[src/rtl/multicycle_pkg.sv]
// Shared types and constants for the multi-cycle MIPS-subset control FSM.
// Covers state encodings, opcodes, mux select codes and the control word layout.
package multicycle_pkg;

  typedef enum logic [3:0] {
    S_FETCH   = 4'd0,
    S_DECODE  = 4'd1,
    S_MEMADR  = 4'd2,
    S_MEMRD   = 4'd3,
    S_MEMWB   = 4'd4,
    S_MEMWR   = 4'd5,
    S_EXEC    = 4'd6,
    S_RTYPEWB = 4'd7,
    S_BEQ     = 4'd8,
    S_ADDIEX  = 4'd9,
    S_ADDIWB  = 4'd10,
    S_JUMP    = 4'd11
  } state_t;

  localparam logic [5:0] OP_RTYPE = 6'b000000;
  localparam logic [5:0] OP_LW    = 6'b100011;
  localparam logic [5:0] OP_SW    = 6'b101011;
  localparam logic [5:0] OP_BEQ   = 6'b000100;
  localparam logic [5:0] OP_J     = 6'b000010;
  localparam logic [5:0] OP_ADDI  = 6'b001000;

  localparam logic [1:0] ALUOP_ADD   = 2'b00;
  localparam logic [1:0] ALUOP_SUB   = 2'b01;
  localparam logic [1:0] ALUOP_FUNCT = 2'b10;

  localparam logic [1:0] SRCB_B       = 2'b00;
  localparam logic [1:0] SRCB_FOUR    = 2'b01;
  localparam logic [1:0] SRCB_IMM     = 2'b10;
  localparam logic [1:0] SRCB_IMM_SH2 = 2'b11;

  localparam logic [1:0] PCSRC_ALU    = 2'b00;
  localparam logic [1:0] PCSRC_ALUOUT = 2'b01;
  localparam logic [1:0] PCSRC_JUMP   = 2'b10;

  typedef struct packed {
    logic       pc_write;
    logic       pc_write_cond;
    logic       i_or_d;
    logic       mem_read;
    logic       mem_write;
    logic       ir_write;
    logic       mem_to_reg;
    logic       reg_dst;
    logic       reg_write;
    logic       alu_src_a;
    logic [1:0] alu_src_b;
    logic [1:0] alu_op;
    logic [1:0] pc_source;
  } ctrl_t;

  function automatic logic op_supported(input logic [5:0] op);
    return (op == OP_RTYPE) || (op == OP_LW) || (op == OP_SW) ||
           (op == OP_BEQ)   || (op == OP_J)  || (op == OP_ADDI);
  endfunction

  // States whose exit edge marks an instruction as complete.
  function automatic logic is_retire_state(input state_t s);
    return (s == S_MEMWB) || (s == S_MEMWR) || (s == S_RTYPEWB) ||
           (s == S_ADDIWB) || (s == S_BEQ) || (s == S_JUMP);
  endfunction

endpackage

[src/rtl/multicycle_control_decode.sv]
// Moore decode of the FSM state into the datapath control word.
module multicycle_control_decode
  import multicycle_pkg::*;
(
  input  state_t i_state,
  output ctrl_t  o_ctrl
);

  // Per-state control word; anything not named for a state stays 0.
  always_comb begin
    o_ctrl = '0;
    case (i_state)
      S_FETCH: begin
        o_ctrl.mem_read  = 1'b1;
        o_ctrl.ir_write  = 1'b1;
        o_ctrl.pc_write  = 1'b1;
        o_ctrl.alu_src_b = SRCB_FOUR;
      end
      S_DECODE: begin
        o_ctrl.alu_src_b = SRCB_IMM_SH2;
      end
      S_MEMADR, S_ADDIEX: begin
        o_ctrl.alu_src_a = 1'b1;
        o_ctrl.alu_src_b = SRCB_IMM;
      end
      S_MEMRD: begin
        o_ctrl.mem_read = 1'b1;
        o_ctrl.i_or_d   = 1'b1;
      end
      S_MEMWR: begin
        o_ctrl.mem_write = 1'b1;
        o_ctrl.i_or_d    = 1'b1;
      end
      S_MEMWB: begin
        o_ctrl.reg_write  = 1'b1;
        o_ctrl.mem_to_reg = 1'b1;
      end
      S_EXEC: begin
        o_ctrl.alu_src_a = 1'b1;
        o_ctrl.alu_op    = ALUOP_FUNCT;
      end
      S_RTYPEWB: begin
        o_ctrl.reg_write = 1'b1;
        o_ctrl.reg_dst   = 1'b1;
      end
      S_ADDIWB: begin
        o_ctrl.reg_write = 1'b1;
      end
      S_BEQ: begin
        o_ctrl.alu_src_a     = 1'b1;
        o_ctrl.pc_write_cond = 1'b1;
        o_ctrl.alu_op        = ALUOP_SUB;
        o_ctrl.pc_source     = PCSRC_ALUOUT;
      end
      S_JUMP: begin
        o_ctrl.pc_write  = 1'b1;
        o_ctrl.pc_source = PCSRC_JUMP;
      end
      default: o_ctrl = '0;
    endcase
  end

endmodule

[src/rtl/multicycle_control.sv]
// Main control FSM of the multi-cycle MIPS-subset CPU: state register,
// next-state logic, retired-instruction counter and reset-gated control outputs.
module multicycle_control
  import multicycle_pkg::*;
#(
  parameter int CNT_W = 32
) (
  input  logic             clk,
  input  logic             reset,
  input  logic [5:0]       Op,
  output logic             PCWrite,
  output logic             PCWriteCond,
  output logic             IorD,
  output logic             MemRead,
  output logic             MemWrite,
  output logic             IRWrite,
  output logic             MemtoReg,
  output logic             RegDst,
  output logic             RegWrite,
  output logic             ALUSrcA,
  output logic [1:0]       ALUSrcB,
  output logic [1:0]       ALUOp,
  output logic [1:0]       PCSource,
  output logic [3:0]       State,
  output logic [CNT_W-1:0] InstrCount,
  output logic             IllegalOp
);

  state_t           r_state;
  state_t           w_next;
  logic [CNT_W-1:0] r_count;
  ctrl_t            w_ctrl;

  // Next-state selection; Op is only consulted in DECODE and MEMADR.
  always_comb begin
    w_next = S_FETCH;
    case (r_state)
      S_FETCH:  w_next = S_DECODE;
      S_DECODE: begin
        if ((Op == OP_LW) || (Op == OP_SW)) begin
          w_next = S_MEMADR;
        end else if (Op == OP_RTYPE) begin
          w_next = S_EXEC;
        end else if (Op == OP_BEQ) begin
          w_next = S_BEQ;
        end else if (Op == OP_ADDI) begin
          w_next = S_ADDIEX;
        end else if (Op == OP_J) begin
          w_next = S_JUMP;
        end else begin
          w_next = S_FETCH;
        end
      end
      S_MEMADR: begin
        if (Op == OP_LW) begin
          w_next = S_MEMRD;
        end else begin
          w_next = S_MEMWR;
        end
      end
      S_MEMRD:   w_next = S_MEMWB;
      S_EXEC:    w_next = S_RTYPEWB;
      S_ADDIEX:  w_next = S_ADDIWB;
      default:   w_next = S_FETCH;
    endcase
  end

  // State register and retirement counter; counter wraps naturally.
  always_ff @(posedge clk or posedge reset) begin
    if (reset) begin
      r_state <= S_FETCH;
      r_count <= '0;
    end else begin
      r_state <= w_next;
      if (is_retire_state(r_state)) begin
        r_count <= r_count + {{(CNT_W-1){1'b0}}, 1'b1};
      end
    end
  end

  multicycle_control_decode u_decode (
    .i_state (r_state),
    .o_ctrl  (w_ctrl)
  );

  // Gate every enable with reset so the PC and IR cannot load while held in reset.
  assign PCWrite     = w_ctrl.pc_write      & ~reset;
  assign PCWriteCond = w_ctrl.pc_write_cond & ~reset;
  assign IorD        = w_ctrl.i_or_d        & ~reset;
  assign MemRead     = w_ctrl.mem_read      & ~reset;
  assign MemWrite    = w_ctrl.mem_write     & ~reset;
  assign IRWrite     = w_ctrl.ir_write      & ~reset;
  assign MemtoReg    = w_ctrl.mem_to_reg    & ~reset;
  assign RegDst      = w_ctrl.reg_dst       & ~reset;
  assign RegWrite    = w_ctrl.reg_write     & ~reset;
  assign ALUSrcA     = w_ctrl.alu_src_a     & ~reset;
  assign ALUSrcB     = reset ? 2'b00 : w_ctrl.alu_src_b;
  assign ALUOp       = reset ? 2'b00 : w_ctrl.alu_op;
  assign PCSource    = reset ? 2'b00 : w_ctrl.pc_source;
  assign State       = r_state;
  assign InstrCount  = reset ? '0 : r_count;
  assign IllegalOp   = ~reset & (r_state == S_DECODE) & ~op_supported(Op);

endmodule

[config.mk]
export PLATFORM = sky130hd
export DESIGN_NAME = multicycle_control
export DESIGN_NICKNAME = d
export VERILOG_FILES = /design/src/rtl/multicycle_pkg.sv /design/src/rtl/multicycle_control_decode.sv /design/src/rtl/multicycle_control.sv
export SDC_FILE = /design/constraint.sdc
export NUM_CORES = 1
export LEC_CHECK = 0
export CORE_AREA = 2 2 70 72
export CTS_CLUSTER_DIAMETER = 200
export DETAILED_ROUTE_END_ITERATION = 12
export DIE_AREA = 0 0 72 74
export PLACE_DENSITY_LB_ADDON = 0.15
export SKIP_CTS_REPAIR_TIMING = 1
export SKIP_LAST_GASP = 1
export SYNTH_ARGS = -nofsm -noshare
export SYNTH_HDL_FRONTEND = slang
export SYNTH_SLANG_ARGS = --single-unit
[constraint.sdc]
create_clock -name clk -period 9.1 [get_ports clk]
set_input_delay 2.73 -clock clk [delete_from_list [all_inputs] [get_ports clk]]
set_output_delay 2.73 -clock clk [all_outputs]
set_load 0.005 [all_outputs]
==> results.py, run 1 <==
metrics = {
    "outcome": {
        "outcome": "finished, final reports clean",
    },
    "layout": {
        "multiInputGateArea_sq_um": 1290,
        "fin_util_pct": 64.7,
        "drive_gt1_share_pct": 7.14,
        "area_growth_pct": 30.1,
        "nNetsFinal": 303,
        "final_cell_mix": "clkdlybuf4s50_1 (60), dfrtp_1 (36), nor2b_1 (33)",
        "seqCellArea_sq_um": 901,
        "antennaDiodeCount": 0,
        "nFillCells": 406,
        "final_common_cell": "clkdlybuf4s50_1",
    },
    "routing": {
        "post-route-drc-count": 0,
        "vias": 1951,
        "vias_per_cell": 5.61,
        "ant_nets": 0,
        "drt_wl_total_microns": 5000,
        "wl_per_cell_microns": 14.4,
        "drt_pass1_iterations": 4,
        "drt_iter0_drc": 128,
    },
    "synth": {
        "synth_top_cell_area_share_pct": 39.4,
        "synth-main-ff-cell": "dfrtp_1",
        "netlist_top_cells_area": "dfrtp_1 (39%), xnor2_1 (12%), nor2b_1 (9.0%)",
        "ys_types": 44,
        "synth_edf_count": 0,
        "ys_warn_count": 0,
        "async_flop_share_pct": 100,
        "synth_area_sq_um": 2290,
        "synth_top_area_cell": "dfrtp_1",
        "yosys_register_bits": 36,
        "synthesis.nets": 249,
        "ys_seq_area_share_pct": 39.4,
        "syn-mean-instance-area_sq_um": 9.53,
        "netlist_instances": 240,
    },
    "critical_path": {
        "start_kind": "primary input",
        "crit_path_end_kind": "output port",
        "ff2ff_setup_slack_ns": 7.00,
        "reg2reg_from": "State[2]",
        "regToRegEndpoint": "r_count[21]",
        "crit_required_ns": 6.37,
        "crit_arrival_ns": 4.88,
        "path_class": "primary input to output port",
        "rr_worst_depth": 4,
        "cp_max_fo": 40,
    },
    "clock_network": {
        "cts.sinks": 36,
        "clk_path_buf_depth": 2,
        "cts_max_level": 2,
        "cts_tree": "built",
        "cts_root_buffer": "clkbuf_8",
        "clk_latency_ns": 0.29,
        "path_clk_slew_ns": 0.07,
        "cts_inserted_buffers": 5,
    },
    "floorplan": {
        "rows": 25,
        "die_h_microns": 74,
        "start_util_pct": 49.7,
        "die_w_microns": 72,
        "coreArea_sq_um": 4600,
        "die_area_sq_um": 5330,
        "io_pins": 61,
    },
    "min_path": {
        "hold_depth": 1,
        "hold_start": "r_count[31]",
        "hold_end": "r_count[31]",
        "hp-class": "flip-flop to flip-flop",
    },
    "sta": {
        "worst_pin_slew_ns": 0.889,
        "max_freq_ghz": 0.131,
        "fin_crit_sh_pct": 83.6,
        "setup-tns-final_ns": 0,
        "timing.hold.ws_ns": 0.468,
        "rsz0062_at_grt": "false",
        "skew_ns": 0.00375,
        "finalHoldViolations": 0,
        "max-slew-margin-rel_pct": 40.7,
        "setup_violations": 0,
        "drv_slew": 0,
        "post-route-min-period_ns": 7.61,
    },
    "power_and_ir_drop": {
        "p_leak_nw": 1.19,
        "p_per_area_nw_per_um2": 149,
        "p_total_uw": 445,
        "peakVddDrop_uv": 72.6,
    },
    "placed_design": {
        "gp_congestion": 0.882,
        "dp_hpwl_microns": 3370,
        "portBuffers": 60,
    },
    "global_routing": {
        "grt_max_degree": 41,
        "grtUsageTotal_pct": 20.6,
        "grt_pass1_wl_microns": 8630,
        "antenna_found_initial": 0,
        "grt_overflow": 0,
        "grt_pass1_vias": 1810,
    },
    "run": {
        "drv_cap": 0,
    },
}
-- worst max-delay path, stage by stage --
cell and delay, ns:
clkdlybuf4s50_1 0.39, buf_4 0.26, inv_1 0.09, buf_4 0.41
nand2_1 0.19, nor4_1 0.23, clkdlybuf4s50_1 0.56
-- area by class of cell --
class                           instances  area share, %
Multi-Input combinational cell        187           43.3
Inverter                                2          0.252
Sequential cell                        36           30.3
Tap cell                               54           2.27
Clock buffer                            7           3.24
Timing Repair Buffer                   62           20.7
-- registers in the layout, summed over array words and instances, names as in the netlist --
signal	cells
State	4
r_count	32
-- metal layers --
layer / vias to the layer above / global-route usage [%] / part of all wire (%)
met1: 919 / 29.0 / 48
met3: 7 / 4.88 / 6.1
li1: 958 / - / -
met4: 0 / 9.01 / 1.3
met2: 67 / 30.5 / 44
met5: - / 0 / 0
-- logic make-up after synthesis --
| logic type | Yosys count | synth area share [%] |
|---|---|---|
| multiplexers | 1 | 0.492 |
| XOR/XNOR | 34 | 13.0 |
| buffers and inverters | 17 | 4.32 |
| AND/OR/NAND/NOR | 138 | 37.5 |
| adder cells (fa/ha/maj) | 1 | 0.547 |
| AO/OA/AOI/OAI | 13 | 4.76 |
| flip-flops | 36 | 39.4 |
-- where the power goes --
part	total (mW)	switching (mW)	internal (mW)	leakage [nW]
combinational	0.123	0.0566	0.0669	0.647
clock	0.125	0.0571	0.0674	0.0503
sequential	0.197	0.0244	0.172	0.494
-- worst max path at each step --
| stage | end | slack (ns) | startpoint | cells past startpoint |
|---|---|---|---|---|
| 6_report | IllegalOp | 1.49 | reset | 7 |
| 4_1_cts | IllegalOp | 1.44 | reset | 7 |
| 3_5_place_dp | IllegalOp | 1.44 | reset | 7 |
| 2_1_floorplan | PCWrite | 2.36 | reset | 4 |
| 5_1_grt | IllegalOp | 1.25 | reset | 7 |
| 3_3_place_gp | IllegalOp | 1.44 | reset | 7 |
-- Yosys cell counts, drive strengths merged (2+ instances only) --
cell and number:
dfrtp 36, nor2b 34, xnor2 31, nand4 27, nor2 13, and3 11
buf 11, nand3 10, nand2 9, nor3 9, and2 5, and4 5
nor4 5, clkbuf 4, a21oi 3, nand2b 3, xor2 3, a211oi 2
inv 2
-- through the flow --
step	cells	worst slack, ns	area, sq um
finish	348	1.49	2980
global route	348	1.25	2980
CTS	348	1.44	2980
detailed placement	341	1.44	2880
global placement	341	1.44	2880
floorplan	240	2.36	2290
(Power assumes the default switching activity.)
==> run 2, diff against run 1 <==
--- a/config.mk
+++ b/config.mk
@@ -5,10 +5,10 @@
 export SDC_FILE = /design/constraint.sdc
 export NUM_CORES = 1
 export LEC_CHECK = 0
-export CORE_AREA = 2 2 70 72
+export CORE_AREA = 2 2 76 78
 export CTS_CLUSTER_DIAMETER = 200
 export DETAILED_ROUTE_END_ITERATION = 12
-export DIE_AREA = 0 0 72 74
+export DIE_AREA = 0 0 78 80
 export PLACE_DENSITY_LB_ADDON = 0.15
 export SKIP_CTS_REPAIR_TIMING = 1
 export SKIP_LAST_GASP = 1
==> constraint.sdc (replaced) <==
create_clock -name clk -period 6.7 [get_ports clk]
set_input_delay 2.01 -clock clk [delete_from_list [all_inputs] [get_ports clk]]
set_output_delay 2.01 -clock clk [all_outputs]
set_load 0.005 [all_outputs]
==> results.py, run 2 (synthesis results as in run 1) <==
metrics = {
    "outcome": {
        "outcome": "finished, final reports clean",
    },
    "layout": {
        "final_common_cell": "clkdlybuf4s50_1",
        "area_growth_pct": 31.3,
        "nNetsFinal": 304,
        "top_register": "r_count",
        "largest_reg_flops": 32,
        "nFillCells": 502,
        "fin_util_pct": 55.6,
        "drive_gt1_share_pct": 7.43,
        "antennaDiodeCount": 0,
        "final_cell_mix": "clkdlybuf4s50_1 (60), dfrtp_1 (36), nor2b_1 (33)",
    },
    "power_and_ir_drop": {
        "peakVddDrop_uv": 84.1,
        "p_per_area_nw_per_um2": 198,
        "p_leak_nw": 1.19,
    },
    "clock_network": {
        "cts.sinks": 36,
        "clk_latency_ns": 0.29,
        "path_clk_slew_ns": 0.07,
        "cts_max_level": 2,
        "clk_path_buf_depth": 2,
        "cts_root_buffer": "clkbuf_8",
        "cts_tree": "built",
        "cts_inserted_buffers": 5,
    },
    "sta": {
        "worst_pin_slew_ns": 0.896,
        "skew_ns": 0.0115,
        "rsz0062_at_grt": "false",
        "post-route-min-period_ns": 5.91,
        "fin_crit_sh_pct": 88.2,
        "finalHoldViolations": 0,
        "max_freq_ghz": 0.169,
        "drv_slew": 0,
        "max-slew-margin-rel_pct": 40.3,
        "setup-tns-final_ns": 0,
        "setup_violations": 0,
    },
    "global_routing": {
        "grt_max_degree": 33,
        "grt_use_met1_pct": 23.8,
        "met2_usage_pct": 26.4,
        "grtUsageTotal_pct": 17.3,
        "gr-max-usage-layer": "met2",
        "grt_util_met3_pct": 4.41,
        "antenna_found_initial": 0,
        "grt_overflow": 0,
        "grt_pass1_wl_microns": 8630,
        "grt_pass1_vias": 1820,
    },
    "routing": {
        "ant_nets": 0,
        "vias_per_cell": 5.24,
        "drt_pass1_iterations": 4,
        "drt_iter0_drc": 95,
        "drt_wl_total_microns": 5130,
        "vias": 1928,
        "wl_per_cell_microns": 13.9,
        "post-route-drc-count": 0,
    },
    "placed_design": {
        "dp_hpwl_microns": 3570,
        "gp_congestion": 0.856,
        "portBuffers": 60,
    },
    "critical_path": {
        "slowest_stage": "clkdlybuf4s50_1",
        "cp_cell_sequence": "clkdlybuf4s50_1 -> buf_4 -> inv_1 -> nand3_1 -> nor2_1 -> or2_2 -> clkdlybuf4s50_1",
        "start_kind": "primary input",
        "path_class": "primary input to output port",
        "slowest_delay_ns": 0.45,
        "crit_arrival_ns": 3.90,
        "cpMostUsedCell": "clkdlybuf4s50_1",
        "cp_max_fo": 19,
        "crit_required_ns": 4.69,
        "crit_path_end_kind": "output port",
    },
    "floorplan": {
        "die_h_microns": 80,
        "start_util_pct": 42.3,
        "die_area_sq_um": 6240,
        "coreArea_sq_um": 5410,
        "rows": 27,
        "io_pins": 61,
        "die_w_microns": 78,
    },
    "min_path": {
        "hp-class": "flip-flop to flip-flop",
    },
    "run": {
        "drv_cap": 0,
    },
}
-- run 2: cell count changes in the layout (fill, tap and decap cells not counted), sizes merged --
| cell | before | now |
|---|---|---|
| buf | 2 | 3 |
| clkinvlp | 0 | 1 |
-- run 2: area by class of cell --
class | count | area, sq um | share of cell area, %
multi-input cells | 187 | 1290 | 42.9
flip-flops and latches | 36 | 901 | 30.0
repair buffers | 63 | 623 | 20.8
well taps | 72 | 90.1 | 3.00
clock buffers | 7 | 86.3 | 2.88
clock inverters | 1 | 7.51 | 0.250
inverters | 2 | 7.51 | 0.250
-- run 2: final timing paths --
kind	start	to	slack (ns)	cells past startpoint
setup reg to reg	State[2]	r_count[21]	4.62	4
max in group asynchronous	reset	r_count[26]	3.75	4
setup / recovery	reset	PCWrite	0.79	7
hold reg to reg	r_count[31]	r_count[31]	0.47	1
hold / removal	r_count[31]	r_count[31]	0.47	1
min in group asynchronous	reset	State[2]	2.24	3
-- run 2: power breakdown --
group | switching [mW] | total, mW | internal [mW]
Combinational | 0.0766 | 0.168 | 0.0914
Clock | 0.0767 | 0.160 | 0.0835
Sequential | 0.0323 | 0.266 | 0.234
-- run 2: through the flow --
stage                     hold WS, ns  power [mW]  instance area (sq um)  instances  worst slack (ns)
after floorplan                 0.438       0.367                   2290        240              1.40
after global placement          0.454       0.438                   2910        360             0.765
after detailed placement        0.463       0.440                   2910        360             0.758
after CTS                       0.473       0.600                   3000        368             0.759
after global routing            0.497       0.629                   3000        368             0.569
final                           0.468       0.595                   3000        368             0.790
-- run 2: per-layer routing --
layer / routed length (microns) / share of wire, % / up-vias
li1: - / - / 955
met1: 2510 / 49 / 910
met2: 2270 / 44 / 55
met3: 271 / 5.3 / 8
met4: 81 / 1.6 / 0
met5: 0 / 0 / -
-- run 2: critical path, delay by kind of cell --
kind / cells / cell delay, ns
buffers and inverters: 4 / 1.35
AND/OR/NAND/NOR: 3 / 0.52
==> run 3, diff against run 2 <==
--- a/config.mk
+++ b/config.mk
@@ -12,6 +12,7 @@
 export PLACE_DENSITY_LB_ADDON = 0.15
 export SKIP_CTS_REPAIR_TIMING = 1
 export SKIP_LAST_GASP = 1
+export SLEW_MARGIN = 0
 export SYNTH_ARGS = -nofsm -noshare
 export SYNTH_HDL_FRONTEND = slang
 export SYNTH_SLANG_ARGS = --single-unit
==> results of run 3 <==
No change in the layout: final DEF, timing and power equal those of run 2.
